==> src/rtl/mac_sequencer_pkg.sv <==
// Shared types and constants for the MAC sequencer and its issue counter.
// FloPoCo floats carry a 2-bit exception tag above the IEEE-style payload.
package mac_sequencer_pkg;

    localparam int LEN_W_DEF   = 8;
    localparam int WADDR_W_DEF = 16;

    localparam logic [1:0] FP_EXC_ZERO   = 2'b00;
    localparam logic [1:0] FP_EXC_NORMAL = 2'b01;
    localparam logic [1:0] FP_EXC_INF    = 2'b10;
    localparam logic [1:0] FP_EXC_NAN    = 2'b11;

    typedef enum logic [1:0] {
        S_IDLE   = 2'd0,
        S_ISSUE  = 2'd1,
        S_DRAIN  = 2'd2,
        S_OUTPUT = 2'd3
    } seq_state_e;

endpackage

==> src/rtl/mac_issue_counter.sv <==
// Element, neuron and running weight-address counters for the sequencer.
// The weight address advances by one per issue, so no multiplier is needed.
module mac_issue_counter
    import mac_sequencer_pkg::*;
#(
    parameter int LEN_W   = LEN_W_DEF,
    parameter int WADDR_W = WADDR_W_DEF
) (
    input  logic               i_clk,
    input  logic               i_rst_n,
    input  logic               i_clr,
    input  logic               i_step,
    input  logic               i_next,
    input  logic [LEN_W-1:0]   i_num_in,
    input  logic [LEN_W-1:0]   i_num_out,
    output logic [LEN_W-1:0]   o_elem,
    output logic [LEN_W-1:0]   o_neuron,
    output logic [WADDR_W-1:0] o_addr,
    output logic               o_last_elem,
    output logic               o_last_neuron
);

    logic [LEN_W-1:0]   r_elem;
    logic [LEN_W-1:0]   r_neuron;
    logic [WADDR_W-1:0] r_addr;
    logic               w_last_elem;

    assign w_last_elem = (r_elem == i_num_in - 1'b1);

    always_ff @(posedge i_clk or negedge i_rst_n) begin
        if (!i_rst_n) begin
            r_elem   <= '0;
            r_neuron <= '0;
            r_addr   <= '0;
        end else if (i_clr) begin
            r_elem   <= '0;
            r_neuron <= '0;
            r_addr   <= '0;
        end else begin
            if (i_step) begin
                r_addr <= r_addr + 1'b1;
                r_elem <= w_last_elem ? '0 : r_elem + 1'b1;
            end
            if (i_next) begin
                r_neuron <= r_neuron + 1'b1;
            end
        end
    end

    assign o_elem        = r_elem;
    assign o_neuron      = r_neuron;
    assign o_addr        = r_addr;
    assign o_last_elem   = w_last_elem;
    assign o_last_neuron = (r_neuron == i_num_out - 1'b1);

endmodule

==> src/rtl/mac_sequencer.sv <==
// Layer sequencer: streams weight/input reads per neuron into a MAC ALU,
// then presents each neuron result on a valid/ready handshake.
module mac_sequencer
    import mac_sequencer_pkg::*;
#(
    parameter int BIT_WIDTH  = 32,
    parameter int EXTRA_BITS = 2,
    parameter int LEN_W      = LEN_W_DEF,
    parameter int WADDR_W    = WADDR_W_DEF
) (
    input  logic                          i_clk,
    input  logic                          i_rst_n,
    input  logic                          i_start,
    input  logic                          i_abort,
    input  logic [LEN_W-1:0]              i_num_in,
    input  logic [LEN_W-1:0]              i_num_out,
    output logic [WADDR_W-1:0]            o_wrom_addr,
    output logic                          o_wrom_en,
    output logic [LEN_W-1:0]              o_in_addr,
    output logic                          o_in_en,
    output logic                          o_acc_en,
    output logic                          o_alu_reset,
    input  logic [BIT_WIDTH+EXTRA_BITS-1:0] i_acc_result,
    output logic [BIT_WIDTH+EXTRA_BITS-1:0] o_result_data,
    output logic [LEN_W-1:0]              o_result_idx,
    output logic                          o_result_valid,
    input  logic                          i_result_ready,
    output logic                          o_busy,
    output logic                          o_done
);

    localparam int DW = BIT_WIDTH + EXTRA_BITS;

    seq_state_e         r_state;
    seq_state_e         w_next;
    logic [LEN_W-1:0]   r_num_in;
    logic [LEN_W-1:0]   r_num_out;
    logic               r_drain;
    logic               r_acc_en;
    logic               r_done;
    logic [DW-1:0]      r_data;
    logic [LEN_W-1:0]   r_idx;

    logic               w_start_ok;
    logic               w_issue;
    logic               w_hs;
    logic               w_clr;
    logic [LEN_W-1:0]   w_elem;
    logic [LEN_W-1:0]   w_neuron;
    logic [WADDR_W-1:0] w_addr;
    logic               w_last_elem;
    logic               w_last_neuron;

    assign w_start_ok = i_start && (i_num_in != '0) && (i_num_out != '0);
    assign w_issue    = (r_state == S_ISSUE);
    assign w_hs       = (r_state == S_OUTPUT) && i_result_ready;
    assign w_clr      = (w_next == S_IDLE);

    mac_issue_counter #(
        .LEN_W   (LEN_W),
        .WADDR_W (WADDR_W)
    ) u_cnt (
        .i_clk         (i_clk),
        .i_rst_n       (i_rst_n),
        .i_clr         (w_clr),
        .i_step        (w_issue),
        .i_next        (w_hs),
        .i_num_in      (r_num_in),
        .i_num_out     (r_num_out),
        .o_elem        (w_elem),
        .o_neuron      (w_neuron),
        .o_addr        (w_addr),
        .o_last_elem   (w_last_elem),
        .o_last_neuron (w_last_neuron)
    );

    always_ff @(posedge i_clk or negedge i_rst_n) begin
        if (!i_rst_n) begin
            r_state <= S_IDLE;
        end else begin
            r_state <= w_next;
        end
    end

    always_comb begin
        w_next = r_state;
        unique case (r_state)
            S_IDLE:   if (w_start_ok) w_next = S_ISSUE;
            S_ISSUE:  if (w_last_elem) w_next = S_DRAIN;
            S_DRAIN:  if (r_drain) w_next = S_OUTPUT;
            S_OUTPUT: begin
                if (i_result_ready) begin
                    w_next = w_last_neuron ? S_IDLE : S_ISSUE;
                end
            end
            default:  w_next = S_IDLE;
        endcase
        // Abort outranks a same-cycle handshake
        if (i_abort && (r_state != S_IDLE)) begin
            w_next = S_IDLE;
        end
    end

    always_ff @(posedge i_clk or negedge i_rst_n) begin
        if (!i_rst_n) begin
            r_num_in  <= '0;
            r_num_out <= '0;
            r_drain   <= 1'b0;
            r_acc_en  <= 1'b0;
            r_done    <= 1'b0;
            r_data    <= '0;
            r_idx     <= '0;
        end else begin
            if ((r_state == S_IDLE) && i_start) begin
                r_num_in  <= i_num_in;
                r_num_out <= i_num_out;
            end
            r_drain  <= (r_state == S_DRAIN) && !r_drain;
            r_acc_en <= w_issue && !i_abort && (w_elem != '0);
            r_done   <= ((r_state == S_IDLE) && i_start && !w_start_ok)
                     || (w_hs && w_last_neuron && !i_abort);
            // ALU sum of the neuron settles by the second drain cycle
            if ((r_state == S_DRAIN) && r_drain) begin
                r_data <= i_acc_result;
                r_idx  <= w_neuron;
            end
        end
    end

    assign o_wrom_addr    = w_addr;
    assign o_wrom_en      = w_issue;
    assign o_in_addr      = w_elem;
    assign o_in_en        = w_issue;
    assign o_acc_en       = r_acc_en;
    assign o_alu_reset    = (r_state == S_IDLE);
    assign o_result_data  = r_data;
    assign o_result_idx   = r_idx;
    assign o_result_valid = (r_state == S_OUTPUT);
    assign o_busy         = (r_state != S_IDLE);
    assign o_done         = r_done;

endmodule

==> config.mk <==
export PLATFORM = sky130hd
export DESIGN_NAME = mac_sequencer
export DESIGN_NICKNAME = d
export VERILOG_FILES = /design/src/rtl/mac_sequencer_pkg.sv /design/src/rtl/mac_issue_counter.sv /design/src/rtl/mac_sequencer.sv
export SDC_FILE = /design/constraint.sdc
export NUM_CORES = 1
export LEC_CHECK = 0
export CORE_MARGIN = 2
export CORE_UTILIZATION = 48
export CTS_CLUSTER_DIAMETER = 60
export DETAILED_ROUTE_END_ITERATION = 7
export PLACE_DENSITY = 0.79
export REMOVE_ABC_BUFFERS = 1
export SLEW_MARGIN = 25
export SYNTH_ARGS = -nofsm -noshare
export SYNTH_HDL_FRONTEND = slang
export SYNTH_SLANG_ARGS = --single-unit
==> constraint.sdc <==
create_clock -name i_clk -period 3 [get_ports i_clk]
set_clock_uncertainty 0.15 [all_clocks]
set_input_delay 0.6 -clock i_clk [delete_from_list [all_inputs] [get_ports i_clk]]
set_output_delay 0.6 -clock i_clk [all_outputs]
set_load 0.01 [all_outputs]
=== After elaboration in Yosys (flattened, before gate mapping) ===
Cells that the tools add are included.

* $add $sub $neg: 5
* Eq/ne operators: 5
* Mux-type cells: 14
* Reduce and logical (&&, ||, !) cells: 24

{| class="wikitable"
|+ Operators by type and width
! kind !! count
|-
| $mux W8 || 5
|-
| $mux W16 || 2
|-
| $reduce_bool A8 Y1 || 3
|-
| $add A16 B1 Y16 const B || 1
|-
| $add A8 B1 Y8 const B || 2
|-
| $eq A8 B8 Y1 || 2
|-
| $sub A8 B1 Y8 const B || 2
|-
| $logic_and A1 B1 Y1 || 12
|-
| $mux W2 || 5
|-
| $pmux W2 S4 || 1
|-
| $reduce_bool A2 Y1 || 3
|-
| $eq A2 B2 Y1 const B || 2
|-
| $logic_not A2 Y1 || 2
|-
| $logic_not A1 Y1 || 3
|-
| $eq A2 B1 Y1 const B || 1
|-
| $logic_or A1 B1 Y1 || 1
|-
| $mux W1 || 1
|}

* Register bits: 95
* Bits of input ports: 55
* Output and inout port bits: 73

=== Longest topological paths before layout ===
* Depth in word-level cells: 8
* Depth in mapped cells: 9
* Mapped depth without buffers: 8

=== Cells and area by module ===
A second synthesis with hierarchy kept.

* Cell total of the unflattened synthesis: 387
* Area, all modules: 4625.7 um^2

{| class="wikitable"
|+ Modules (own cells, without submodules)
! module !! instances !! cells an instance !! area each (um^2)
|-
| mac_sequencer || 1 || 162 || 2556.2
|-
| mac_issue_counter || 1 || 225 || 2069.5
|}

=== Worst setup path after synthesis ===
Ideal clock, no wire load.

* Path kind: register to register
* Start point: register r_num_in[0]
* End point: register u_cnt.r_elem[2], in the netlist u_cnt.o_elem[2]
* Library setup time: 0.140 ns
* Arrival: 1.908 ns
* Setup slack: 0.801 ns
* Cell stages (with the launch flop): 9
* Path buffers: 0
* Path through: dfrtp_1 > inv_1 > ha_1 > or3b_2 > nor3_1 > xnor2_1 > o2111ai_4 > nor2_4 > nor3_1

* Cells in the longest elaborated chain, start to end: 7
* Elaborated cells on any way between the ends: 10
* Classes of those cells: add/sub (1); eq/ne (1); mux (6); reduce/logical (2)

{| class="wikitable"
|+ RTL lines
! element !! line !! text
|-
| from (decl) || mac_sequencer.sv:36 || <nowiki>logic [LEN_W-1:0] r_num_in;</nowiki>
|-
| from (signal assigned) || mac_sequencer.sv:115 || <nowiki>r_num_in <= i_num_in;</nowiki>
|-
| $sub A8 B1 Y8 (*) || mac_issue_counter.sv:28 || <nowiki>assign w_last_elem = (r_elem == i_num_in - 1'b1);</nowiki>
|-
| $eq A8 B8 Y1 (*) || mac_issue_counter.sv:28 ||
|-
| $mux W2 || mac_sequencer.sv:89 || <nowiki>S_ISSUE: if (w_last_elem) w_next = S_DRAIN;</nowiki>
|-
| $pmux W2 S4 || mac_sequencer.sv:87 || <nowiki>unique case (r_state)</nowiki>
|-
| $mux W2 || mac_sequencer.sv:99 || <nowiki>if (i_abort && (r_state != S_IDLE)) begin</nowiki>
|-
| $logic_not A2 Y1 || mac_sequencer.sv:57 || <nowiki>assign w_clr = (w_next == S_IDLE);</nowiki>
|-
| $mux W8 or $reduce_bool A2 Y1 (tied branches) || - ||
|-
| to (signal assigned) || mac_issue_counter.sv:42 || <nowiki>r_elem <= w_last_elem ? '0 : r_elem + 1'b1;</nowiki>
|-
| to (decl) || mac_issue_counter.sv:23 || <nowiki>logic [LEN_W-1:0] r_elem;</nowiki>
|}

Every way passes the cells marked *; elsewhere a longest branch is shown, timed or not. The select of a mux whose other input is x is not followed.
A chain may end at the register's enable or synchronous reset.

=== Final worst setup path ===
* Start point: register r_num_out[0]
* End point: register u_cnt.r_elem[6], in the netlist u_cnt.o_elem[6]

* Cells in the longest elaborated chain, start to end: 8
* Elaborated cells on any way between the ends: 9
* Classes of those cells: add/sub (1); eq/ne (1); mux (5); reduce/logical (2)

{| class="wikitable"
|+ RTL lines
! element !! line !! text
|-
| from (decl) || mac_sequencer.sv:37 || <nowiki>logic [LEN_W-1:0] r_num_out;</nowiki>
|-
| from (signal assigned) || mac_sequencer.sv:116 || <nowiki>r_num_out <= i_num_out;</nowiki>
|-
| $sub A8 B1 Y8 (*) || mac_issue_counter.sv:54 || <nowiki>assign o_last_neuron = (r_neuron == i_num_out - 1'b1);</nowiki>
|-
| $eq A8 B8 Y1 (*) || mac_issue_counter.sv:54 ||
|-
| $mux W1 (*) || mac_sequencer.sv:93 || <nowiki>w_next = w_last_neuron ? S_IDLE : S_ISSUE;</nowiki>
|-
| $mux W2 (*) || mac_sequencer.sv:92 || <nowiki>if (i_result_ready) begin</nowiki>
|-
| $pmux W2 S4 (*) || mac_sequencer.sv:87 ||
|-
| $mux W2 (*) || mac_sequencer.sv:99 ||
|-
| $logic_not A2 Y1 (*) || mac_sequencer.sv:57 ||
|-
| $mux W8 or $reduce_bool A2 Y1 (tied branches) || - ||
|}

Every way passes the cells marked *; elsewhere a longest branch is shown, timed or not.

==> results.ini <==
[status]
outcome=finished, final reports clean

[floorplan]
die_y_um=102
io_pins=128
initial_core_util_pct=49.5
coreArea_sq_um=9280
die_x_um=102
fp-row-count=35
design.die.area_sq_um=10400

[route]
routedWlPerCell_um=15.3
drtIter0Drc=169
ant_nets=0
num_vias=3446
routed_wl_mm=10.2
firstDrtPassIters=4
drc=0
via_per_inst=5.18

[pwr]
p_comb_share_pct=22.6
p_per_area_nw_per_um2=505
leakagePower_nw=2.57
pwr-share-seq_pct=47.9
internal_power_mw=2.23
power.share.clock_pct=29.5
ir_worst_vdd_mv=0.313
p_sw_uw=902
swShare_pct=28.8

[worst_setup_path]
r2r-end=u_cnt.o_elem[6]
endpoint_kind=flip-flop
ff2ff_path_depth=8
cp.required_ps=3090
r2r_setup_slack_ps=250
crit_slowest_cell=o41ai_4
startpoint_type=flip-flop
crit_arrival_ps=2840
critical_path_class=reg2reg
cp_num_buf_inv=2
cp_cell_sequence=inv_1 > ha_1 > xor2_1 > o31ai_1 > nand2_1 > o41ai_4 > buf_12 > nor3_1
slowest_delay_ps=840
r2r-start=r_num_out[0]
crit_fanout=18
critPathTopFamily=compound AO/OA/AOI/OAI gates

[grt]
grt_pass1_vias=3548
grt-ovfl-total=0
grt_usage_pct=20.4
grt_first_pass_wirelength_mm=16.6
antenna_found_initial=0
grt_max_degree=58

[place]
gp_congestion=0.934
place_ws_ps=279
placed_area_sq_um=5980
numPortBuffers=127
dpl.hpwl_mm=7.46

[finish]
fin_nets=593
diodes=0
final_design_area_no_fill_sq_um=6190
drive_gt1_share_pct=16.0
final_util_pct=66.7
area_growth_pct=34.8
nFillCells=732

[sta]
final.setup.worst_slack_ps=253
worst_pin_slew_ps=923
rsz0062_at_grt=false
hold_violations=0
slew_viol_final=0
relSlewSlack_pct=38.3
timing.fmax_mhz=364
setup_viol=0
hold-worst-slack_ps=60.7
min_period_ps=2750
period_share_pct=91.6
finalSetupTns_ps=0

[worst_hold_path]
hold_path_class=in2async

[cts]
cts_tree=done
clock_latency_ps=350
cts_setup_buffers=0
h-tree-depth=3
clock_path_buffers=2
cts_made_buffers=9
root_buffer=clkbuf_8
cts_resized=0
cts.sinks=95
hold_buffers=0
clk_pin_slew_ps=90

[run]
cap_violations=0

[synth]
synthesis.area_sq_um=4590
synth_cells=409
avgSynthCellArea_sq_um=11.2
yosys.cell_types.count=52
ys_ff_latch=95
ys_seq_area_share_pct=51.7
synth_edf_count=0
async_reset_ff_share_pct=100
ys_dominant_reg_cell=dfrtp_1
yosysWarnings=0

[cells in the mapped netlist (all sizes together), types with 6 or more instances]
master | instances | share of area (%)
buf | 6 | 1.1
nand4 | 9 | 1.2
xor2 | 23 | 4.4
nand2 | 39 | 3.2
nor3 | 14 | 1.9
inv | 11 | 0.90
clkbuf | 13 | 1.1
nor2 | 41 | 3.6
mux2 | 53 | 13
xnor2 | 20 | 3.8
dfrtp | 95 | 52
nand3 | 14 | 1.5
o21ai | 8 | 0.87
ha | 6 | 1.6
[cell type report]
class	count	area (sq um)	area share [%]
Clock inverter	6	92.6	1.49
Inverter	11	41.3	0.667
Sequential cell	95	2380	38.4
Timing Repair Buffer	132	1330	21.5
Tap cell	129	161	2.61
Clock buffer	9	124	2.00
Multi-Input combinational cell	283	2070	33.4
[flip-flops by register name, indices dropped and copies added (netlist names)]
| name | flops |
|---|---|
| r_num_in | 8 |
| u_cnt.o_addr | 16 |
| r_drain | 1 |
| r_num_out | 8 |
| o_acc_en | 1 |
| u_cnt.o_elem | 8 |
| o_done | 1 |
| o_result_idx | 8 |
| r_state | 2 |
| o_result_data | 34 |
| u_cnt.o_neuron | 8 |
[worst max path at each step]
stage | startpoint | end | depth (start not counted)
floorplan | r_state[0] | u_cnt.o_elem[2] | 6
global placement | i_num_in[1] | u_cnt.o_elem[7] | 8
detailed placement | i_num_in[1] | u_cnt.o_elem[6] | 8
CTS | r_num_out[0] | u_cnt.o_elem[6] | 8
global route | r_num_out[0] | u_cnt.o_elem[6] | 8
finish | r_num_out[0] | u_cnt.o_elem[6] | 8
[cells by family (layout without fill, tap and decap cells)]
family	count (synthesis)	in the layout	synth area share [%]
and+or+nand+nor	150	150	16.6
AOI/OAI and AO/OA	30	30	5.28
buffers and inverters	31	158	3.30
xor gates and xnor gates	43	43	8.20
muxes	54	54	13.2
DFF	95	95	51.7
adders and majority gates	6	6	1.63
[stage by stage]
step / cells / power, mW
after floorplan: 389 / 1.91
after global placement: 650 / 2.21
after detailed placement: 650 / 2.23
after CTS: 665 / 3.16
after global routing: 665 / 3.29
final: 665 / 3.13
[worst register-to-register path: cells and delay by family, from the launching register on]
family / cells / cell delay (ps)
flip-flops: 1 / 430
AO/OA/AOI/OAI: 2 / 1080
buffers and inverters: 2 / 320
adder cells (fa/ha/maj): 1 / 250
AND/OR/NAND/NOR: 2 / 210
XOR/XNOR: 1 / 190
[power groups by stage]
| stage | clock [mW] | sequential (mW) | combinational (mW) |
|---|---|---|---|
| floorplan | 0 | 1.51 | 0.402 |
| global placement | 0 | 1.52 | 0.693 |
| global route | 0.997 | 1.52 | 0.779 |
| detailed placement | 0 | 1.52 | 0.711 |
| finish | 0.925 | 1.50 | 0.707 |
| CTS | 0.949 | 1.50 | 0.714 |
[metal layers]
| layer | vias up | part of all wire, % | track usage (%) |
|---|---|---|---|
| met5 | - | 0 | 0 |
| met4 | 0 | 1.9 | 7.18 |
| met3 | 19 | 4.6 | 4.38 |
| met2 | 86 | 50 | 33.4 |
| met1 | 1682 | 43 | 27.0 |
| li1 | 1659 | - | - |
[cells in the final DEF, fill, tap and decap left out, types with 2 or more instances in the layout]
| cell type | instances |
|---|---|
| clkdlybuf4s50_1 | 126 |
| dfrtp_1 | 95 |
| mux2_2 | 53 |
| nor2_1 | 39 |
| nand2_1 | 39 |
| xor2_1 | 23 |
| xnor2_1 | 20 |
| nand3_1 | 14 |
| inv_1 | 11 |
| nor3_1 | 11 |
| nand4_1 | 9 |
| clkbuf_8 | 9 |
| o21ai_0 | 8 |
| ha_1 | 6 |
| a21oi_1 | 5 |
| nor4_1 | 5 |
| and3_1 | 5 |
| nand2b_1 | 4 |
| a31oi_1 | 4 |
| buf_4 | 4 |
| nor3_2 | 3 |
| nand4b_1 | 3 |
| nand3b_1 | 2 |
| or3_1 | 2 |
| nor4b_1 | 2 |
| and2_1 | 2 |
| bufinv_16 | 2 |
| inv_6 | 2 |
| clkinvlp_4 | 2 |
| buf_12 | 2 |
Note: power is estimated with default switching activity, not from simulation.
